===== config.mk =====
export PLATFORM = sky130hd
export DESIGN_NAME = traffic_source
export DESIGN_NICKNAME = d
export VERILOG_FILES = /design/src/rtl/traffic_pkg.sv /design/src/rtl/src_fifo.sv /design/src/rtl/traffic_source.sv
export SDC_FILE = /design/constraint.sdc
export NUM_CORES = 1
export LEC_CHECK = 0
export CAP_MARGIN = 20
export CORE_MARGIN = 4
export CORE_UTILIZATION = 40
export CTS_CLUSTER_DIAMETER = 40
export CTS_CLUSTER_SIZE = 40
export DETAILED_ROUTE_END_ITERATION = 8
export GPL_TIMING_DRIVEN = 0
export PLACE_DENSITY_LB_ADDON = 0.2
export REMOVE_ABC_BUFFERS = 1
export SLEW_MARGIN = 0
export SYNTH_ARGS = -nofsm -noshare
export SYNTH_HDL_FRONTEND = slang
export SYNTH_SLANG_ARGS = --single-unit

===== constraint.sdc =====
create_clock -name clk -period 3.7 [get_ports clk]
set_input_delay 0.74 -clock clk [delete_from_list [all_inputs] [get_ports clk]]
set_output_delay 0.74 -clock clk [all_outputs]
set_load 0.01 [all_outputs]

===== src/rtl/traffic_pkg.sv =====
`timescale 1ns/1ps
// Shared types and helpers for the mesh traffic source: destination modes,
// controller states, LFSR constants and packet field offsets.
package traffic_pkg;

    typedef enum logic [1:0] {
        FIXED   = 2'd0,
        RANDOM  = 2'd1,
        REVERSE = 2'd2
    } mode_e;

    typedef enum logic [1:0] {
        IDLE  = 2'd0,
        RUN   = 2'd1,
        DRAIN = 2'd2,
        DONE  = 2'd3
    } state_e;

    localparam logic [15:0] LFSR_SEED = 16'hACE1;
    // Right-shifting Galois form of x^16+x^14+x^13+x^11+1.
    localparam logic [15:0] LFSR_TAPS = 16'hB400;

    function automatic logic [15:0] lfsr_step(input logic [15:0] s);
        return (s >> 1) ^ (s[0] ? LFSR_TAPS : 16'h0000);
    endfunction

    function automatic int valid_bit(input int fifo_w);
        return fifo_w - 1;
    endfunction

    function automatic int dest_lsb(input int fifo_w, input int addr_w);
        return fifo_w - 1 - addr_w;
    endfunction

    function automatic int src_lsb(input int fifo_w, input int addr_w);
        return fifo_w - 1 - 2 * addr_w;
    endfunction

    function automatic int ts_width(input int fifo_w, input int addr_w);
        return fifo_w - 1 - 2 * addr_w;
    endfunction

endpackage


===== src/rtl/src_fifo.sv =====
`timescale 1ns/1ps
// Small synchronous source queue. Read data comes straight from the storage
// flops at the read pointer, so a pushed entry is visible one cycle later.
module src_fifo #(
    parameter int DEPTH = 4,
    parameter int DW    = 27
) (
    input  logic          clk,
    input  logic          reset,
    input  logic          push,
    input  logic [DW-1:0] wdata,
    input  logic          pop,
    output logic [DW-1:0] rdata,
    output logic          full,
    output logic          empty
);

    localparam int PW = $clog2(DEPTH);

    logic [DEPTH-1:0][DW-1:0] mem_q, mem_d;
    logic [PW-1:0]            wr_ptr_q, wr_ptr_d;
    logic [PW-1:0]            rd_ptr_q, rd_ptr_d;
    logic [PW:0]              cnt_q, cnt_d;
    logic                     do_push, do_pop;

    assign full    = (cnt_q == (PW+1)'(DEPTH));
    assign empty   = (cnt_q == '0);
    assign rdata   = mem_q[rd_ptr_q];
    // Full refuses a push even when a pop frees a slot in the same cycle.
    assign do_push = push && !full;
    assign do_pop  = pop && !empty;

    always_comb begin
        mem_d    = mem_q;
        wr_ptr_d = wr_ptr_q;
        rd_ptr_d = rd_ptr_q;
        cnt_d    = cnt_q;
        if (do_push) begin
            mem_d[wr_ptr_q] = wdata;
            wr_ptr_d        = wr_ptr_q + 1'b1;
        end
        if (do_pop) begin
            rd_ptr_d = rd_ptr_q + 1'b1;
        end
        case ({do_push, do_pop})
            2'b10:   cnt_d = cnt_q + 1'b1;
            2'b01:   cnt_d = cnt_q - 1'b1;
            default: cnt_d = cnt_q;
        endcase
    end

    always_ff @(posedge clk or negedge reset) begin
        if (!reset) begin
            mem_q    <= '0;
            wr_ptr_q <= '0;
            rd_ptr_q <= '0;
            cnt_q    <= '0;
        end else begin
            mem_q    <= mem_d;
            wr_ptr_q <= wr_ptr_d;
            rd_ptr_q <= rd_ptr_d;
            cnt_q    <= cnt_d;
        end
    end

endmodule


===== src/rtl/traffic_source.sv =====
`timescale 1ns/1ps
// Per-node packet generator for a mesh/torus: LFSR-paced injection into a
// small queue, a held output register toward the network, and run statistics.
module traffic_source
    import traffic_pkg::*;
#(
    parameter int   X_NODES    = 3,
    parameter int   Y_NODES    = 3,
    parameter int   FIFO_WIDTH = 32,
    parameter int   NODE_ID    = 0,
    parameter int   MODE       = 0,
    parameter int   SRC_DEPTH  = 4,
    localparam int  N          = X_NODES * Y_NODES,
    localparam int  ADDR_W     = $clog2(N)
) (
    input  logic                  clk,
    input  logic                  reset,
    input  logic                  enable,
    input  logic [7:0]            rateThreshold,
    input  logic [15:0]           packetLimit,
    input  logic [ADDR_W-1:0]     fixedDest,
    output logic [FIFO_WIDTH-1:0] nodeToNetworkData,
    output logic                  nodeToNetworkWriteRequest,
    input  logic                  networkToNodeHoldRequest,
    output logic [15:0]           packetsSent,
    output logic [15:0]           droppedCount,
    output logic [15:0]           stallCycles,
    output logic                  done
);

    localparam int TS_W  = ts_width(FIFO_WIDTH, ADDR_W);
    localparam int QW    = ADDR_W + TS_W;
    localparam int VLD_B = valid_bit(FIFO_WIDTH);
    localparam int DST_L = dest_lsb(FIFO_WIDTH, ADDR_W);
    localparam int SRC_L = src_lsb(FIFO_WIDTH, ADDR_W);

    if (TS_W < 8) begin : g_bad_ts_w
        $error("traffic_source: timestamp field narrower than 8 bits");
    end
    if (SRC_DEPTH < 2 || (SRC_DEPTH & (SRC_DEPTH - 1)) != 0) begin : g_bad_depth
        $error("traffic_source: SRC_DEPTH must be a power of 2, >= 2");
    end
    if (NODE_ID < 0 || NODE_ID >= N) begin : g_bad_node
        $error("traffic_source: NODE_ID out of range");
    end

    state_e                  state_q, state_d;
    logic [15:0]             lfsr_q, lfsr_d;
    logic [TS_W-1:0]         ts_q, ts_d;
    logic [15:0]             gen_q, gen_d;
    logic [FIFO_WIDTH-1:0]   data_q, data_d;
    logic                    wr_q, wr_d;
    logic [15:0]             sent_q, sent_d;
    logic [15:0]             drop_q, drop_d;
    logic [15:0]             stall_q, stall_d;
    logic                    done_q, done_d;

    logic                    under_limit, gen_ev, xfer, load;
    logic                    q_full, q_empty;
    logic [QW-1:0]           q_rdata;
    logic [ADDR_W-1:0]       dest;
    int                      rnd;

    assign under_limit = (packetLimit == 16'd0) || (gen_q < packetLimit);
    assign gen_ev      = (state_q == RUN) && enable && under_limit &&
                         (lfsr_q[15:8] < rateThreshold);
    assign xfer        = wr_q && !networkToNodeHoldRequest;
    assign load        = !q_empty && (!wr_q || xfer);

    // Random mode folds the LFSR draw into 0..N-1 and steps past our own id.
    always_comb begin
        rnd = int'(lfsr_q[ADDR_W-1:0]);
        if (rnd >= N) rnd = rnd - N;
        if (rnd == NODE_ID) rnd = (rnd + 1) % N;
        case (MODE)
            int'(RANDOM):  dest = ADDR_W'(rnd);
            int'(REVERSE): dest = ADDR_W'(N - 1 - NODE_ID);
            default:       dest = fixedDest;
        endcase
    end

    src_fifo #(
        .DEPTH (SRC_DEPTH),
        .DW    (QW)
    ) u_src_fifo (
        .clk   (clk),
        .reset (reset),
        .push  (gen_ev),
        .wdata ({dest, ts_q}),
        .pop   (load),
        .rdata (q_rdata),
        .full  (q_full),
        .empty (q_empty)
    );

    always_comb begin
        state_d = state_q;
        lfsr_d  = (state_q == IDLE) ? lfsr_q : lfsr_step(lfsr_q);
        ts_d    = ts_q + 1'b1;
        gen_d   = gen_q;
        data_d  = data_q;
        wr_d    = wr_q;
        sent_d  = sent_q;
        drop_d  = drop_q;
        stall_d = stall_q;

        if (gen_ev) gen_d = gen_q + 16'd1;
        if (gen_ev && q_full && drop_q != 16'hFFFF) drop_d = drop_q + 16'd1;
        if (xfer && sent_q != 16'hFFFF) sent_d = sent_q + 16'd1;
        if (wr_q && networkToNodeHoldRequest && stall_q != 16'hFFFF) stall_d = stall_q + 16'd1;

        if (load) begin
            data_d[VLD_B]             = 1'b1;
            data_d[DST_L +: ADDR_W]   = q_rdata[TS_W +: ADDR_W];
            data_d[SRC_L +: ADDR_W]   = ADDR_W'(NODE_ID);
            data_d[TS_W-1:0]          = q_rdata[TS_W-1:0];
            wr_d                      = 1'b1;
        end else if (xfer) begin
            wr_d = 1'b0;
        end

        case (state_q)
            IDLE: if (enable) begin
                state_d = RUN;
                ts_d    = '0;
                gen_d   = '0;
                sent_d  = '0;
                drop_d  = '0;
                stall_d = '0;
            end
            RUN: if (!enable || (packetLimit != 16'd0 && gen_q >= packetLimit)) state_d = DRAIN;
            DRAIN: if (q_empty && !wr_q) state_d = DONE;
            DONE: if (!enable) state_d = IDLE;
            default: state_d = IDLE;
        endcase
        done_d = (state_d == DONE);
    end

    always_ff @(posedge clk or negedge reset) begin
        if (!reset) begin
            state_q <= IDLE;
            lfsr_q  <= LFSR_SEED ^ 16'(NODE_ID);
            ts_q    <= '0;
            gen_q   <= '0;
            data_q  <= '0;
            wr_q    <= 1'b0;
            sent_q  <= '0;
            drop_q  <= '0;
            stall_q <= '0;
            done_q  <= 1'b0;
        end else begin
            state_q <= state_d;
            lfsr_q  <= lfsr_d;
            ts_q    <= ts_d;
            gen_q   <= gen_d;
            data_q  <= data_d;
            wr_q    <= wr_d;
            sent_q  <= sent_d;
            drop_q  <= drop_d;
            stall_q <= stall_d;
            done_q  <= done_d;
        end
    end

    assign nodeToNetworkData         = data_q;
    assign nodeToNetworkWriteRequest = wr_q;
    assign packetsSent               = sent_q;
    assign droppedCount              = drop_q;
    assign stallCycles               = stall_q;
    assign done                      = done_q;

endmodule


# Yosys cells after proc, flatten, opt, wreduce, memory -nomap -nowiden
# Index checks and enable logic that the tools add are counted.
# word_totals
mem_bits_rw	0
mem_bits_ro	0
latch_bits	0
regBits	250
output_inout_bits	82
memories	0
# op_classes
bitwise	1
order_cmp	6
shifts	0
div	0
n_eq_ne	10
n_mul	0
addsub	9
n_reduce_logical	29
mux	28
# op_table
op	count
two-way mux 16 bit	13
bitwise mux 108 bit	1
adder 16 x 1 -> 16 bit (second input constant)	4
binary-select mux 27 bit (select 2 bit)	1
demux 27 bit (select 2 bit)	1
two-way mux 27 bit	2
inequality test 16 bit (second input constant)	3
two-way mux 23 bit	2
adder 23 x 1 -> 23 bit (second input constant)	1
greater-or-equal comparator 16 bit	1
zero test 16 bit	1
less-than comparator 16 bit	1
nonzero test 16 bit	1
XOR 15 x 16 -> 16 bit	1
logical AND 1 bit	15
equality test 2 bit (second input constant)	4
less-than comparator 8 bit	1
two-way mux 2 bit	4
one-hot mux 2 bit (4 select lines)	1
less-than comparator 2 x 3 -> 1 bit (second input constant)	2
one-hot mux 3 bit (2 select lines)	1
zero test 1 bit	5
adder 2 x 1 -> 2 bit (second input constant)	2
equality test 2 x 1 -> 1 bit (second input constant)	2
other kinds (9)	13

# Depth between registers and ports, before layout
# logic_depth
word_depth	9
depth_mapped	14
ltp_nobuf	14

# Modules after synthesis
# From an unflattened synthesis, not the netlist that was laid out.
# unflattened
hier_cells	976
area_unflattened_um2	12131.6
# modules_own_cells
module	cells_each	area_each_um2	seq_area_each_um2	instances
traffic_source	679	6981.7	3388.2	1
src_fifo	297	5149.9	2877.8	1

# Worst setup path after synthesis
# No wires, ideal clock.
# synth_timing
path_type	input port to flip-flop
startpoint	input packetLimit[11]
endpoint	register u_src_fifo.cnt_q[2]
path_slack_ns	0.708
stages	14
setup_time_ns	0.079
t_required_ns	3.621
arrival_time_ns	2.912
path_cell_list	inv_1 > ha_1 > nand2_1 > o21ai_0 > a221oi_1 > or2_2 > and2_1 > nand3_1 > ha_1 > inv_1 > fa_1 > xor2_1 > nor2_1 > xor2_1
# synth_via
elab_chain_len	7
word_cells_on_any_way	10
classes_between	1 x order compare; 2 x eq/ne; 1 x mux; 6 x reduce/logical
# synth_lines
element	line_no	text
start: declaration	traffic_source.sv:20	input logic [15:0] packetLimit,
less-than comparator 16 bit or zero test 16 bit (tied branches)	traffic_source.sv:64	assign under_limit = (packetLimit == 16'd0) || (gen_q < packetLimit);
logical OR 1 bit *	traffic_source.sv:64	
logical AND 1 bit * (2 in a row)	traffic_source.sv:65	assign gen_ev = (state_q == RUN) && enable && under_limit &&
logical AND 1 bit *	src_fifo.sv:30	assign do_push = push && !full;
equality test 2 x 1 -> 1 bit or equality test 2 bit (tied branches)	src_fifo.sv:45	case ({do_push, do_pop})
one-hot mux 3 bit (2 select lines) or nonzero test 2 bit (tied branches)	-	
end signal: assignment	src_fifo.sv:62	cnt_q <= cnt_d;
end: declaration	src_fifo.sv:23	logic [PW:0] cnt_q, cnt_d;
# Every way passes the cells marked *; elsewhere a longest branch is shown, timed or not.
# A chain may end at the register's enable or synchronous reset.

# Worst setup path in the final report
# layout_timing
startpoint	input packetLimit[14]
endpoint	register u_src_fifo.mem_q[56] (netlist name)
# layout_via
elab_chain_len	5
word_cells_on_any_way	6
classes_between	1 x order compare; 5 x reduce/logical
# layout_lines
element	line_no	text
less-than comparator 16 bit or zero test 16 bit (tied branches)	traffic_source.sv:64	
logical OR 1 bit *	traffic_source.sv:64	
logical AND 1 bit * (2 in a row)	traffic_source.sv:65	
logical AND 1 bit *	src_fifo.sv:30	
end signal: assignment	src_fifo.sv:59	mem_q <= mem_d;
end: declaration	src_fifo.sv:20	logic [DEPTH-1:0][DW-1:0] mem_q, mem_d;
# Marks and branches as above.

==> impl_metrics.json <==
{
  "max_stage_delay_ns": 0.53,
  "path_class": "primary input to flop",
  "yosysTopAreaCellShare": 0.501,
  "crit_chain": "clkdlybuf4s50_1, inv_1, ha_1, a21oi_1, nand2_1, a221oi_1, or2_2, nand3_4, or2_2, buf_12, mux2_4",
  "power_leakage_uw": 0.00687,
  "numPortBuffers": 109,
  "gp_congestion": 0.735,
  "synthAdderAreaFrac": 0.0358,
  "clk_path_buf_depth": 3,
  "yosys_warnings": 0,
  "clock_skew_ns": 0.0282,
  "die_y_um": 182,
  "synth_xor_area_frac": 0.0391,
  "post_cts_buffers": 0,
  "synth_top_family_by_area": "multiplexers",
  "setup_viol": 0,
  "grt_use_total": 0.156,
  "drt-total-wl_um": 25400,
  "ant_nets": 0,
  "critPathArrivalTime_ns": 3.81,
  "grt_max_degree": 117,
  "grt_pass1_wl_um": 42900,
  "required_ns": 4.09,
  "crit_path_end_kind": "flop",
  "tightest_slew_ns": 0.848,
  "via_per_inst": 5.18,
  "start_util": 0.407,
  "synth_most_common_cell": "dfrtp_1",
  "core_region_area_mm2": 0.0297,
  "final_hold_viol_count": 0,
  "crit_path_top_delay_cell": "or2_2",
  "grt_pass1_vias": 8156,
  "synthToLayoutAreaGrowth_pct": 24.0,
  "cts_made_buffers": 40,
  "cap_violations": 0,
  "drt_pre_antenna_iters": 4,
  "worst_path_most_repeated_cell": "or2_2",
  "die_x_um": 182,
  "final_cells": 1516,
  "clk_pin_slew_worst_paths_ns": 0.06,
  "ios": 114,
  "wl_per_cell_um": 16.7,
  "root_buffer": "clkbuf_16",
  "rows": 63,
  "yosysTopAreaCell": "dfrtp_1",
  "max_freq_ghz": 0.292,
  "syn_area_per_cell_um2": 12.3,
  "finalCritPeriodShare": 0.924,
  "synth_commonest_cells": "dfrtp_1, mux2_2, nor2_1",
  "fillers": 2593,
  "syn_inst": 980,
  "cts_tree": "yes",
  "drive_gt1_frac": 0.243,
  "min_period_ns": 3.42,
  "synth_compound_area_frac": 0.0534,
  "synth.yosys.seq_area_share": 0.518,
  "clock_latency_ns": 0.53,
  "synthTopCellsByArea": "dfrtp_1, mux2_2, mux2_4, mux4_2, ha_1",
  "syn-cell-area_mm2": 0.0121,
  "diodes": 0,
  "ir_drop_mv": 0.278,
  "hold_buffers": 0,
  "post_synth_num_cell_types": 49,
  "grt_setup_unrepaired": "no",
  "start_kind": "primary input",
  "synth_enable_flop_cells": 0,
  "hold_path_class": "primary input to asynchronous set/reset pin",
  "placed_cells": 1442,
  "power.density_mw_per_mm2": 679,
  "dp_hpwl_um": 16100,
  "synth_ff_type": "dfrtp_1",
  "synth-simple-area-share": 0.112,
  "maxSlewViolCount": 0,
  "drtIter0Drc": 387,
  "synth_mux_area_frac": 0.202,
  "outcome": "finished, final reports clean",
  "drc": 0,
  "synth_seq_cells": 250,
  "vias": 7849,
  "grt-ovfl-total": 0,
  "timing.hold.ws_ns": 0.0975,
  "async_reset_ff_frac": 1.00,
  "layout.nets": 1161,
  "cp_max_fo": 28,
  "dieArea_mm2": 0.0331,
  "cts-htree-levels": 2,
  "cts.sinks": 250,
  "slew_headroom": 0.434,
  "grt_antenna_before_repair": 0
}
## what timing repair did
item / CTS / global route
gates resized for setup: 2 / 1
endpoints found under the setup margin: 106 / 82
gates cloned: 0 / 1
## cell families (layout without fill, tap and decap cells)
logic type | Yosys count | in the layout
buffers and inverters | 91 | 233
flip-flops | 250 | 250
AO/OA/AOI/OAI | 112 | 112
AND/OR/NAND/NOR | 266 | 267
multiplexers | 172 | 172
adder cells (fa/ha/maj) | 34 | 34
other | 1 | 4
XOR/XNOR | 54 | 54
## metal layers
layer,up-vias,part of all wire,GRT usage
li1,3739,-,-
met1,3932,0.47,0.221
met2,134,0.47,0.246
met3,44,0.044,0.0337
met4,0,0.020,0.0411
met5,-,0,0
## power by group
part	switching [uW]	internal, uW	total, uW
Clock	1380	2380	3770
Sequential	544	3360	3900
Combinational	1020	1500	2510
## area by class of cell
class	instances	area (um2)	share of cell area
clock buffer	45	1060	0.0707
clock inverter	28	313	0.0208
inverter	40	150	0.0100
multi-input combinational	643	5390	0.359
sequential	250	6270	0.418
tap	390	488	0.0325
timing repair buffer	120	1340	0.0891
## per-stage QoR
stage / worst slack (ns) / area [um2] / total power [uW] / TNS [ns] / utilization
CTS: 0.0108 / 15000 / 10400 / 0 / 0.504
global route: 0.0514 / 15000 / 10800 / 0 / 0.505
detailed placement: -1.01 / 13600 / 6510 / -98.80 / 0.458
floorplan: 0.0931 / 11800 / 5420 / 0 / -
global placement: -9.23 / 13400 / 6330 / -2484.01 / 0.449
finish: 0.281 / 15000 / 10200 / 0 / 0.505
## layout by cell type, fill, tap and decap left out, types with 11 or more instances in the layout
cell type,count
xnor2_1,22
dfrtp_1,240
nand2_1,50
mux2_2,87
ha_1,33
o21ai_0,48
clkdlybuf4s50_1,108
or4_1,11
mux4_2,27
nand4_1,27
xor2_1,32
mux2_4,54
inv_1,40
a21oi_1,41
or3_1,24
clkbuf_16,41
nor2_1,69
nand3_1,34
## final timing paths
path	from	end	cells past startpoint	slack [ns]
worst min register to register	nodeToNetworkData[31]	nodeToNetworkData[31]	1	0.47
max in group asynchronous	reset	droppedCount[10]	3	2.27
worst max register to register	gen_q[14]	u_src_fifo.mem_q[56]	9	0.63
worst min-delay path	reset	u_src_fifo.mem_q[37]	1	0.1
worst max-delay path	packetLimit[14]	u_src_fifo.mem_q[56]	11	0.28
min in group clk	nodeToNetworkData[31]	nodeToNetworkData[31]	1	0.47
## registers in the layout (all words and copies together), names as in the netlist, 3 cells and up
signal,flops
droppedCount,16
packetsSent,16
u_src_fifo.mem_q,108
lfsr_q,16
nodeToNetworkData,28
stallCycles,16
ts_q,23
u_src_fifo.cnt_q,3
gen_q,16
## critical path: cells and delay by family
family | cells | cell delay, ns
buffers and inverters | 3 | 0.76
adder cells (fa/ha/maj) | 1 | 0.33
AO/OA/AOI/OAI | 2 | 0.53
multiplexers | 1 | 0.31
AND/OR/NAND/NOR | 4 | 1.14
No activity file was read; power rests on OpenSTA's default activity.
